===== src/rtl/serial_add_if.sv =====
// serial_add_if: host-side bundle for serial_add_ctrl (start/operands in, busy/done/result out).
// Ports (modport slave = controller view):
//   start  in   request, sampled only while idle
//   a, b   in   WIDTH-bit operands, captured on accepted start
//   sub    in   subtract select (present only with SERIAL_SUB_EN defined)
//   busy   out  high while the bit-serial operation runs
//   done   out  one-cycle result-valid pulse
//   sum    out  WIDTH-bit registered result
//   cout   out  registered final carry (no-borrow flag when subtracting)
// Optional feature macro: SERIAL_SUB_EN.
interface serial_add_if #(parameter int WIDTH = 8);
    logic             start;
    logic [WIDTH-1:0] a;
    logic [WIDTH-1:0] b;
`ifdef SERIAL_SUB_EN
    logic             sub;
`endif
    logic             busy;
    logic             done;
    logic [WIDTH-1:0] sum;
    logic             cout;

    modport master (
        output start, a, b,
`ifdef SERIAL_SUB_EN
        output sub,
`endif
        input  busy, done, sum, cout
    );

    modport slave (
        input  start, a, b,
`ifdef SERIAL_SUB_EN
        input  sub,
`endif
        output busy, done, sum, cout
    );
endinterface


===== src/rtl/serial_add_ctrl.sv =====
// serial_add_ctrl: bit-serial add (and optional subtract) of WIDTH-bit words on one full-adder cell, LSB first.
// Ports:
//   clk    in   rising-edge clock
//   rst_n  in   asynchronous active-low reset
//   bus    serial_add_if.slave: start/a/b/(sub) in, busy/done/sum/cout out
// Parameter WIDTH (2..64). Optional feature macro: SERIAL_SUB_EN (subtract via ~b and carry-in 1).
module serial_add_ctrl #(
    parameter int WIDTH = 8
) (
    input logic        clk,
    input logic        rst_n,
    serial_add_if.slave bus
);
    localparam int CW = $clog2(WIDTH);

    typedef enum logic [1:0] {IDLE, RUN, DONE} state_t;

    state_t           state, nxt;
    logic [WIDTH-1:0] ra, rb, rs, sum_q, nsum;
    logic [CW-1:0]    cnt;
    logic             carry, cout_q, fa_s, fa_c, last, sub_sel;

`ifdef SERIAL_SUB_EN
    assign sub_sel = bus.sub;
`else
    assign sub_sel = 1'b0;
`endif

    assign fa_s = ra[0] ^ rb[0] ^ carry;
    assign fa_c = (ra[0] & rb[0]) | (carry & (ra[0] ^ rb[0]));
    assign last = cnt == CW'(WIDTH - 1);
    // New sum bit enters at the MSB; after WIDTH steps the LSB has reached bit 0.
    assign nsum = WIDTH'({fa_s, rs} >> 1);

    always_comb begin
        nxt = state;
        if (state == IDLE && bus.start) nxt = RUN;
        if (state == RUN && last) nxt = DONE;
        if (state == DONE) nxt = IDLE;
    end

    assign bus.busy = state == RUN;
    assign bus.done = state == DONE;
    assign bus.sum  = sum_q;
    assign bus.cout = cout_q;

    always_ff @(posedge clk or negedge rst_n) begin
        if (!rst_n) begin
            state  <= IDLE;
            ra     <= '0;
            rb     <= '0;
            rs     <= '0;
            sum_q  <= '0;
            cout_q <= 1'b0;
            carry  <= 1'b0;
            cnt    <= '0;
        end else begin
            state <= nxt;
            if (state == IDLE && bus.start) begin
                ra    <= bus.a;
                rb    <= sub_sel ? ~bus.b : bus.b;
                carry <= sub_sel;
                cnt   <= '0;
            end else if (state == RUN) begin
                ra    <= ra >> 1;
                rb    <= rb >> 1;
                rs    <= nsum;
                carry <= fa_c;
                cnt   <= last ? '0 : cnt + 1'b1;
                if (last) begin
                    sum_q  <= nsum;
                    cout_q <= fa_c;
                end
            end
        end
    end
endmodule


===== src/flat_wrapper.sv =====
// flat-port wrapper written by rule: the top's interface ports become plain ports
module serial_add_ctrl_flat 
#(
    parameter int WIDTH = 8
)
  (clk, rst_n, bus_start, bus_a, bus_b, bus_busy, bus_done, bus_sum, bus_cout);
  serial_add_if #(.WIDTH(WIDTH)) bus_i ();
  input logic clk;
  input logic rst_n;
  input wire logic [$bits(bus_i.start)-1:0] bus_start;
  input wire logic [$bits(bus_i.a)-1:0] bus_a;
  input wire logic [$bits(bus_i.b)-1:0] bus_b;
  output wire logic [$bits(bus_i.busy)-1:0] bus_busy;
  output wire logic [$bits(bus_i.done)-1:0] bus_done;
  output wire logic [$bits(bus_i.sum)-1:0] bus_sum;
  output wire logic [$bits(bus_i.cout)-1:0] bus_cout;
  assign bus_i.start = bus_start;
  assign bus_i.a = bus_a;
  assign bus_i.b = bus_b;
  assign bus_busy = bus_i.busy;
  assign bus_done = bus_i.done;
  assign bus_sum = bus_i.sum;
  assign bus_cout = bus_i.cout;
  serial_add_ctrl #(.WIDTH(WIDTH)) u_core (.clk(clk), .rst_n(rst_n), .bus(bus_i));
endmodule

===== config.mk =====
export PLATFORM = sky130hd
export DESIGN_NAME = serial_add_ctrl_flat
export DESIGN_NICKNAME = d
export VERILOG_FILES = /design/src/rtl/serial_add_if.sv /design/src/rtl/serial_add_ctrl.sv /design/src/flat_wrapper.sv
export SDC_FILE = /design/constraint.sdc
export NUM_CORES = 1
export LEC_CHECK = 0
export BUFFER_PORTS_ARGS = -buffer_cell sky130_fd_sc_hd__buf_2
export CAP_MARGIN = 25
export CORE_MARGIN = 8
export CORE_UTILIZATION = 45
export DETAILED_ROUTE_END_ITERATION = 6
export GPL_ROUTABILITY_DRIVEN = 0
export GPL_TIMING_DRIVEN = 0
export HOLD_SLACK_MARGIN = 0.1
export PLACE_DENSITY_LB_ADDON = 0.15
export SLEW_MARGIN = 20
export SYNTH_ARGS = -nofsm -noshare
export SYNTH_HDL_FRONTEND = slang
export SYNTH_SLANG_ARGS = --single-unit

===== constraint.sdc =====
create_clock -name clk -period 1.3 [get_ports clk]
set_input_delay 0.13 -clock clk [delete_from_list [all_inputs] [get_ports clk]]
set_output_delay 0.13 -clock clk [all_outputs]
set_load 0.01 [all_outputs]

==> results.py, run 1 <==
metrics = {
    "clocking": {
        "cts_root_buf": "clkbuf_8",
        "clk_pin_slew_ps": 70,
        "cts_buffers": 5,
        "clock_latency_ps": 280,
        "cts.path.max_buffers": 2,
        "clock-sinks": 38,
        "cts_tree": "done",
        "cts.htree.levels": 2,
    },
    "run_status": {
        "violations": "setup timing",
        "outcome": "complete, but fails checks",
    },
    "floorplan": {
        "io_pins": 30,
        "core.rowCount": 22,
        "core_um2": 3610,
        "die_w_um": 76.8,
        "dieArea_um2": 5890,
        "start_util_pct": 46.1,
        "die_h_um": 76.8,
    },
    "grt": {
        "antenna_found_initial": 0,
        "first_global_vias": 1377,
        "grt_pass1_wl_um": 6310,
        "grtUsageTotal_pct": 13.0,
        "grt_overflow": 0,
        "grt_max_degree": 39,
    },
    "worst_setup_path": {
        "startpoint": "u_core.cnt[0]$_DFFE_PN0P_",
        "r2r-start": "u_core.cnt[0]$_DFFE_PN0P_",
        "worstPathRequired_ps": 1470,
        "critical_path.max_fanout": 5,
        "cp_top_family": "adder cells",
        "r2r-end": "u_core.bus.sum[4]$_DFFE_PN0P_",
        "cpPeakStageDelay_ps": 390,
        "critPathArrivalTime_ps": 1490,
        "path_depth": 4,
        "endpoint_kind": "flop",
        "worst-r2r-setup-slack_ps": -10,
        "crit_type": "reg -> reg",
        "start_kind": "flop",
        "reg2reg_depth": 4,
        "crit_path_cell_trace": "ha_2, ha_4, nand2_4, mux2_4",
        "worst-path-buf-inv": 0,
        "endpoint": "u_core.bus.sum[4]$_DFFE_PN0P_",
        "slowest_stage": "dfrtp_1",
    },
    "synthesis": {
        "syn_nets": 169,
        "ys.flop_type": "dfrtp_1",
        "synth_edf_count": 0,
        "synth_top_family_by_area": "compound AO/OA/AOI/OAI gates",
        "yosysWarnings": 0,
        "synth.most_common_cell": "dfrtp_1",
        "synth_seq_cells": 38,
        "synth_top_cell_area_share_pct": 57.2,
        "synthDistinctLibCells": 26,
        "ys_seq_area_share_pct": 57.2,
        "synth_fa_ha_area_share_pct": 2.71,
        "synth-compound-area-share_pct": 18.1,
        "syn_area_per_cell_um2": 11.3,
        "synth_xor_area_share_pct": 0,
        "yosys-top-cells-count": "dfrtp_1, o22ai_1, nand2_1",
        "syn_area_um2": 1660,
        "synthArstFlopShare_pct": 100,
        "synth-simple-area-share_pct": 10.4,
        "synth_area_leaders": "dfrtp_1, o22ai_1, mux2_4, nand2_1, a21oi_1",
        "netlist_instances": 147,
        "synth.area.mux_share_pct": 8.13,
        "synth_top_area_cell": "dfrtp_1",
    },
    "power": {
        "report.power.total_w": 0.00640,
        "power.switching_w": 0.00243,
        "combPwrFrac_pct": 53.0,
        "pwr-share-seq_pct": 35.2,
        "power_density_nw_per_um2": 2820,
        "pwr-share-clk_pct": 11.8,
        "max-vdd-ir-drop_uv": 1560,
        "cellLeakagePower_nw": 1.09,
        "power_switching_share_pct": 37.9,
        "p_int_w": 0.00397,
    },
    "finish": {
        "diodes": 0,
        "area_delta_synth_final_pct": 36.5,
        "layout-drive-gt1-share_pct": 45.8,
        "layout.nets": 225,
        "fillers": 288,
        "fin_util_pct": 62.9,
    },
    "sta": {
        "rsz0062_at_grt": "true",
        "hold_viol_final": 0,
        "layout_min_cycle_time_ps": 1310,
        "tightest_slew_ps": 859,
        "finClkSkew_ps": 5.22,
        "fin_ws_ps": -14.9,
        "max-slew-margin-rel_pct": 42.8,
        "fin_tns_setup_ps": -59.8,
        "finalCritPeriodShare_pct": 101,
        "fmax_mhz": 761,
        "setup_violations": 5,
        "final_max_slew_viol_count": 0,
    },
    "detailed_routing": {
        "wire_per_inst_um": 16.3,
        "viasPerCell": 5.44,
        "route.detailed.drc": 0,
        "routed_wirelength_um": 4100,
        "antenna_left": 0,
        "route.vias.total": 1366,
        "drt_iter0_markers": 75,
        "first_pass_iters": 4,
    },
    "run": {
        "cap_violations": 0,
    },
    "worst_hold_path": {
        "min_path_type": "in -> reg",
    },
    "placement": {
        "io_buffers": 28,
        "pre_cts_slack_ps": -54.9,
        "place_hpwl_um": 2520,
    },
}
kinds of logic after synthesis:
group                    count (synthesis)
AO/OA/AOI/OAI                           50
adder cells (fa/ha/maj)                  3
buffers and inverters                   12
flip-flops                              38
multiplexers                             9
AND/OR/NAND/NOR                         35
worst reg2reg max path: stages, from the launching register on:
cell and delay (ps):
dfrtp_1 390, ha_2 200, ha_4 200, nand2_4 110, mux2_4 300
per-stage QoR:
step | instances | cell area [um^2] | hold slack [ps]
after global routing | 251 | 2270 | 119
final | 251 | 2270 | 99.2
after floorplan | 147 | 1680 | -166
after CTS | 240 | 2080 | 104
after global placement | 223 | 1880 | 264
after detailed placement | 223 | 1880 | 284
sequential cells by signal (all words and copies together), names as in the netlist:
signal / count
u_core.bus.sum: 8
u_core.ra: 8
u_core.rb: 8
u_core.rs: 7
u_core.cnt: 3
u_core.state: 2
u_core.bus.cout: 1
u_core.carry: 1
power groups by stage:
| stage | sequential (W) | combinational [W] | clock, W |
|---|---|---|---|
| after global routing | 0.00232 | 0.00368 | 0.000817 |
| after floorplan | 0.00219 | 0.00167 | 0 |
| final | 0.00225 | 0.00339 | 0.000754 |
| after detailed placement | 0.00224 | 0.00230 | 0 |
| after CTS | 0.00219 | 0.00273 | 0.000770 |
| after global placement | 0.00220 | 0.00223 | 0 |
repair_timing:
item / 4_1_cts / 5_1_grt
buffers inserted: 7 / 10
resized for setup: 14 / 22
endpoints found under the hold margin: 39 / 0
gates cloned: 1 / 1
endpoints found under the setup margin: 21 / 25
hold buffers: 2 / 0
pin swaps: 1 / 2
cell type report:
type | count | area [um^2] | area share (%)
Multi-Input combinational cell | 98 | 758 | 33.4
Sequential cell | 38 | 953 | 42.0
Clock buffer | 5 | 68.8 | 3.03
Buffer | 8 | 70.1 | 3.09
Clock inverter | 2 | 10.0 | 0.441
Timing Repair Buffer | 48 | 323 | 14.2
Tap cell | 48 | 60.1 | 2.65
Inverter | 4 | 25.0 | 1.10
metal layers:
metal	vias up	GRT usage, %	part of all wire, %
met2	38	21.7	51
met5	-	0	0
met4	0	6.54	1.3
met1	674	14.9	43
met3	5	3.85	4.7
li1	649	-	-
cell usage in the layout (no fill, tap or decap), types with 3 or more instances in the layout:
cell type | netlist | layout
mux2_4 | 9 | 9
a21oi_1 | 15 | 14
buf_6 | 0 | 3
dfrtp_1 | 38 | 36
nand2_1 | 24 | 23
buf_4 | 1 | 18
o22ai_1 | 26 | 16
o21ai_0 | 4 | 4
buf_2 | 5 | 28
o22ai_2 | 0 | 10
clkbuf_8 | 0 | 5
worst min-delay path by stage:
| stage | startpoint | endpoint | slack (ps) | depth (start not counted) |
|---|---|---|---|---|
| after floorplan | rst_n | u_core.bus.cout$_DFFE_PN0P_ | -170 | 0 |
| after global placement | rst_n | u_core.bus.sum[0]$_DFFE_PN0P_ | 260 | 1 |
| after detailed placement | rst_n | u_core.bus.sum[1]$_DFFE_PN0P_ | 280 | 1 |
| after CTS | bus_a[7] | u_core.ra[7]$_DFFE_PN0P_ | 100 | 3 |
| after global routing | bus_a[7] | u_core.ra[7]$_DFFE_PN0P_ | 120 | 3 |
| final | bus_a[7] | u_core.ra[7]$_DFFE_PN0P_ | 100 | 3 |
Power figures use the tool's default switching activity.
==> run 2: changes to the inputs <==
--- a/config.mk
+++ b/config.mk
@@ -15,4 +15,5 @@
 export HOLD_SLACK_MARGIN = 0.1
 export PLACE_DENSITY_LB_ADDON = 0.15
+export SKIP_CTS_REPAIR_TIMING = 1
 export SLEW_MARGIN = 20
 export SYNTH_ARGS = -nofsm -noshare
==> constraint.sdc (replaced) <==
create_clock -name clk -period 1.3 [get_ports clk]
set_input_delay 0.13 -clock clk [delete_from_list [all_inputs] [get_ports clk]]
set_output_delay 0.13 -clock clk [all_outputs]
set_load 0.1 [all_outputs]
==> run 2 against run 1 <==
- the flow still finishes with violations (setup timing)
- via count down 3.9%
- sequential share of layout area up 0.12 points
- die area unchanged
- sequential cell count unchanged
- register-to-register slack worse by 30 ps
- worst setup slack worse by 88 ps
- count of clock-buffer cells in the layout up 1
- final cell count down 4.0%
- maximum frequency down 6.2%
- utilization down 0.17 points
==> results.py, run 2 (same netlist as run 1, synthesis figures left out) <==
metrics = {
    "floorplan": {
        "dieArea_um2": 5890,
        "die_w_um": 76.8,
        "die_h_um": 76.8,
        "core_um2": 3610,
        "io_pins": 30,
        "start_util_pct": 46.1,
        "core.rowCount": 22,
    },
    "detailed_routing": {
        "first_pass_iters": 4,
        "antenna_left": 0,
        "routed_wirelength_um": 3800,
        "route.vias.total": 1313,
        "drt_iter0_markers": 54,
        "wire_per_inst_um": 15.7,
        "route.detailed.drc": 0,
        "viasPerCell": 5.45,
    },
    "sta": {
        "finClkSkew_ps": 6.35,
        "rsz0062_at_grt": "true",
        "final_max_slew_viol_count": 0,
        "setup_violations": 11,
        "layout_min_cycle_time_ps": 1400,
        "finalCritPeriodShare_pct": 108,
        "max-slew-margin-rel_pct": 43.7,
        "fmax_mhz": 713,
        "fin_ws_ps": -102,
        "tightest_slew_ps": 844,
        "hold_viol_final": 0,
        "hold_ws_ps": 77.9,
    },
    "clocking": {
        "cts_tree": "done",
        "clock_latency_ps": 290,
        "clk_pin_slew_ps": 70,
        "cts_buffers": 5,
        "cts.htree.levels": 2,
        "cts.path.max_buffers": 2,
        "cts_root_buf": "clkbuf_8",
        "clock-sinks": 38,
    },
    "worst_setup_path": {
        "endpoint_kind": "output pin",
        "startpoint": "u_core.state[1]$_DFFE_PN0P_",
        "r2r-start": "u_core.cnt[0]$_DFFE_PN0P_",
        "worstPathRequired_ps": 1170,
        "critPathArrivalTime_ps": 1270,
        "crit_type": "reg -> out",
        "critical_path.max_fanout": 6,
        "start_kind": "flop",
    },
    "grt": {
        "grtUsageTotal_pct": 12.7,
        "grt_overflow": 0,
        "antenna_found_initial": 0,
        "first_global_vias": 1283,
        "grt_pass1_wl_um": 6070,
        "grt_max_degree": 39,
    },
    "run_status": {
        "outcome": "complete, but fails checks",
        "violations": "setup timing",
    },
    "finish": {
        "layout_commonest_cell": "dfrtp_1",
        "layout.nets": 214,
        "diodes": 0,
        "layout-drive-gt1-share_pct": 42.5,
        "final_cell_mix": "dfrtp_1, buf_2, nand2_1",
        "fin_cells": 241,
        "area_delta_synth_final_pct": 36.1,
    },
    "placement": {
        "pre_cts_slack_ps": -258,
        "post-place-cells": 223,
        "place_hpwl_um": 2480,
        "io_buffers": 28,
    },
    "run": {
        "cap_violations": 0,
    },
    "worst_hold_path": {
        "hold_start": "bus_b[7]",
        "min_path_type": "in -> reg",
    },
}
[run 2: cell types whose count changed in the layout (fill, tap and decap cells not counted), moves of 2 or more]
cell,delta
buf_12,+3
buf_4,-10
bufinv_16,+2
clkinv_2,-2
clkinv_4,-2
[run 2: final timing paths]
path,endpoint,slack [ps],depth (start not counted)
worst max-delay path,bus_done,-100,4
worst min-delay path,u_core.rb[7]$_DFFE_PN0P_,80,3
worst max register to register,u_core.bus.sum[0]$_DFFE_PN0P_,-40,4
worst min register to register,u_core.rs[1]$_DFFE_PN0P_,490,2
max in group asynchronous,u_core.state[1]$_DFFE_PN0P_,230,2
min in group asynchronous,u_core.bus.sum[2]$_DFFE_PN0P_,480,2
[run 2: worst max-delay path: stages (launching register included)]
cell	delay, ps
dfrtp_2	430
clkinvlp_4	130
buf_6	150
nor2_4	90
buf_12	180
[run 2: cell type report]
cell class                      count  area [um^2]
Fill cell                         287         1340
Sequential cell                    38          953
Multi-Input combinational cell     97          749
Timing Repair Buffer               39          270
Clock buffer                        6         82.6
Buffer                              7         62.6
Clock inverter                      2         60.1
Tap cell                           48         60.1
Inverter                            4         23.8
[run 2: per-stage QoR]
stage | util, % | setup TNS, ps | area [um^2]
2_1_floorplan | - | -87.6 | 1690
3_3_place_gp | 52.3 | -1080 | 1890
3_5_place_dp | 52.3 | -1430 | 1890
4_1_cts | 56.3 | -2460 | 2030
5_1_grt | 62.7 | -1040 | 2260
6_report | 62.7 | -527 | 2260
[run 2: metal layers]
layer  track usage [%]  wire, um  vias to the layer above
li1                  -         -                      629
met1              14.3      1620                      646
met2              20.4      1900                       31
met3              5.36       206                        7
met4              5.77        73                        0
met5                 0         0                        -
Power of run 2 is not shown: default switching activity piles up to over one toggle a cycle in this logic, so the estimate is an artifact.
==> run 3: changes to the inputs <==
==> constraint.sdc (replaced) <==
create_clock -name clk -period 1.4 [get_ports clk]
set_input_delay 0.14 -clock clk [delete_from_list [all_inputs] [get_ports clk]]
set_output_delay 0.14 -clock clk [all_outputs]
set_load 0.005 [all_outputs]
==> run 3 against run 2 <==
- the run now ends clean
- design area fell by 8.4%
- via count fell by 1.4%
- die area did not move
- sequential cell count did not move
- clock skew fell by 3.9 ps
- final cell count fell by 0.83%
- critical path depth did not move
- utilization fell by 5.3 points
- global-route usage rose by 0.71 points
- first-iteration DRC count rose by 24%
- count of clock-buffer cells in the layout did not move
- hold slack improved by 28 ps
==> results.py, run 3 (same netlist as run 1, synthesis figures left out) <==
metrics = {
    "floorplan": {
        "core.rowCount": 22,
        "io_pins": 30,
        "die_h_um": 76.8,
        "core_um2": 3610,
        "start_util_pct": 46.1,
        "die_w_um": 76.8,
        "dieArea_um2": 5890,
    },
    "finish": {
        "layout.nets": 214,
        "area_delta_synth_final_pct": 24.7,
        "final_cell_mix": "dfrtp_1, buf_2, o22ai_1",
        "layout_commonest_cell": "dfrtp_1",
        "diodes": 0,
        "layout-drive-gt1-share_pct": 36.1,
    },
    "sta": {
        "finalCritPeriodShare_pct": 99.5,
        "final_max_slew_viol_count": 0,
        "hold_ws_ps": 105,
        "fin_tns_setup_ps": 0,
        "rsz0062_at_grt": "true",
        "hold_viol_final": 0,
        "max-slew-margin-rel_pct": 43.4,
        "layout_min_cycle_time_ps": 1390,
        "tightest_slew_ps": 848,
        "fin_ws_ps": 6.51,
        "finClkSkew_ps": 2.44,
        "fmax_mhz": 718,
        "setup_violations": 0,
    },
    "power": {
        "power_density_nw_per_um2": 2530,
        "max-vdd-ir-drop_uv": 1060,
        "cellLeakagePower_nw": 0.993,
    },
    "detailed_routing": {
        "wl_met2_um": 2030,
        "route.detailed.drc": 0,
        "first_pass_iters": 4,
        "wirelength_met1_um": 1680,
        "drt_iter0_markers": 67,
        "routed.top_layer": "met4",
        "routed_wirelength_um": 3970,
        "viasPerCell": 5.41,
        "wire_per_inst_um": 16.6,
        "route.vias.total": 1294,
        "wl_met3_um": 236,
        "antenna_left": 0,
    },
    "worst_setup_path": {
        "r2r-start": "u_core.cnt[0]$_DFFE_PN0P_",
        "start_kind": "flop",
        "r2r-end": "u_core.bus.sum[1]$_DFFE_PN0P_",
        "critPathArrivalTime_ps": 1560,
        "cpPeakStageDelay_ps": 400,
        "endpoint": "u_core.bus.sum[1]$_DFFE_PN0P_",
        "crit_type": "reg -> reg",
        "slowest_stage": "dfrtp_1",
        "reg2reg_depth": 4,
        "crit_path_cell_trace": "ha_1, ha_4, nand2_8, mux2_4",
        "endpoint_kind": "flop",
        "startpoint": "u_core.cnt[0]$_DFFE_PN0P_",
        "worst-r2r-setup-slack_ps": 7,
        "worstPathRequired_ps": 1570,
        "critical_path.max_fanout": 5,
    },
    "grt": {
        "grt_pass1_wl_um": 6470,
        "grtUsageTotal_pct": 13.4,
        "first_global_vias": 1373,
        "grt_max_degree": 39,
        "grt_overflow": 0,
        "antenna_found_initial": 0,
    },
    "clocking": {
        "cts.path.max_buffers": 2,
        "cts_buffers": 5,
        "clock-sinks": 38,
        "clk_pin_slew_ps": 70,
        "cts.htree.levels": 2,
        "cts_tree": "done",
        "cts_root_buf": "clkbuf_8",
        "clock_latency_ps": 280,
    },
    "placement": {
        "io_buffers": 28,
        "place_hpwl_um": 2710,
        "pre_cts_slack_ps": -62.5,
    },
    "run": {
        "cap_violations": 0,
    },
    "run_status": {
        "outcome": "finished, final reports clean",
    },
    "worst_hold_path": {
        "min_path_type": "in -> reg",
    },
}
==> run 3: cell types whose count changed in the layout (fill, tap and decap cells not counted), sizes merged <==
cell         change
nand2            +1
bufinv           -2
dlygate4sd3      -1
==> run 3: worst max-delay path: cells and delay by family, from the launching register on <==
family	cells	cell delay (ps)
adders and majority gates	2	460
DFF	1	400
muxes	1	300
and+or+nand+nor	1	110
==> run 3: worst min path at each step <==
stage	endpoint	start	cells past startpoint	slack, ps
3_3_place_gp	u_core.bus.sum[2]$_DFFE_PN0P_	rst_n	1	280
2_1_floorplan	u_core.bus.cout$_DFFE_PN0P_	rst_n	0	-160
5_1_grt	u_core.rb[7]$_DFFE_PN0P_	bus_b[7]	3	120
6_report	u_core.ra[7]$_DFFE_PN0P_	bus_a[7]	3	110
3_5_place_dp	u_core.rs[4]$_DFFE_PN0P_	rst_n	1	290
4_1_cts	u_core.rs[1]$_DFFE_PN0P_	rst_n	1	-9
==> run 3: through the flow <==
| stage | utilization [%] | power (W) | cells | area [um^2] |
|---|---|---|---|---|
| 2_1_floorplan | - | 0.00349 | 147 | 1660 |
| 3_3_place_gp | 51.6 | 0.00402 | 223 | 1860 |
| 3_5_place_dp | 51.6 | 0.00415 | 223 | 1860 |
| 4_1_cts | 53.9 | 0.00489 | 229 | 1940 |
| 5_1_grt | 57.5 | 0.00559 | 239 | 2070 |
| 6_report | 57.5 | 0.00524 | 239 | 2070 |
==> run 3: power by group <==
part           total, W  switching [W]  internal [W]  leakage, nW
logic           0.00243        0.00119       0.00124        0.499
registers       0.00207       0.000424       0.00165        0.451
clock network  0.000741       0.000361      0.000380       0.0431
==> run 3: layer usage <==
layer / vias up / GRT usage [%]
met5: - / 0
met4: 0 / 4.62
met3: 2 / 5.59
met2: 40 / 22.6
met1: 632 / 14.8
li1: 620 / -
==> run 3: area by class of cell <==
class | count | area [um^2]
Inverter | 4 | 23.8
Tap cell | 48 | 60.1
Timing Repair Buffer | 37 | 210
Sequential cell | 38 | 953
Fill cell | 324 | 1530
Clock buffer | 6 | 82.6
Buffer | 8 | 51.3
Multi-Input combinational cell | 98 | 691
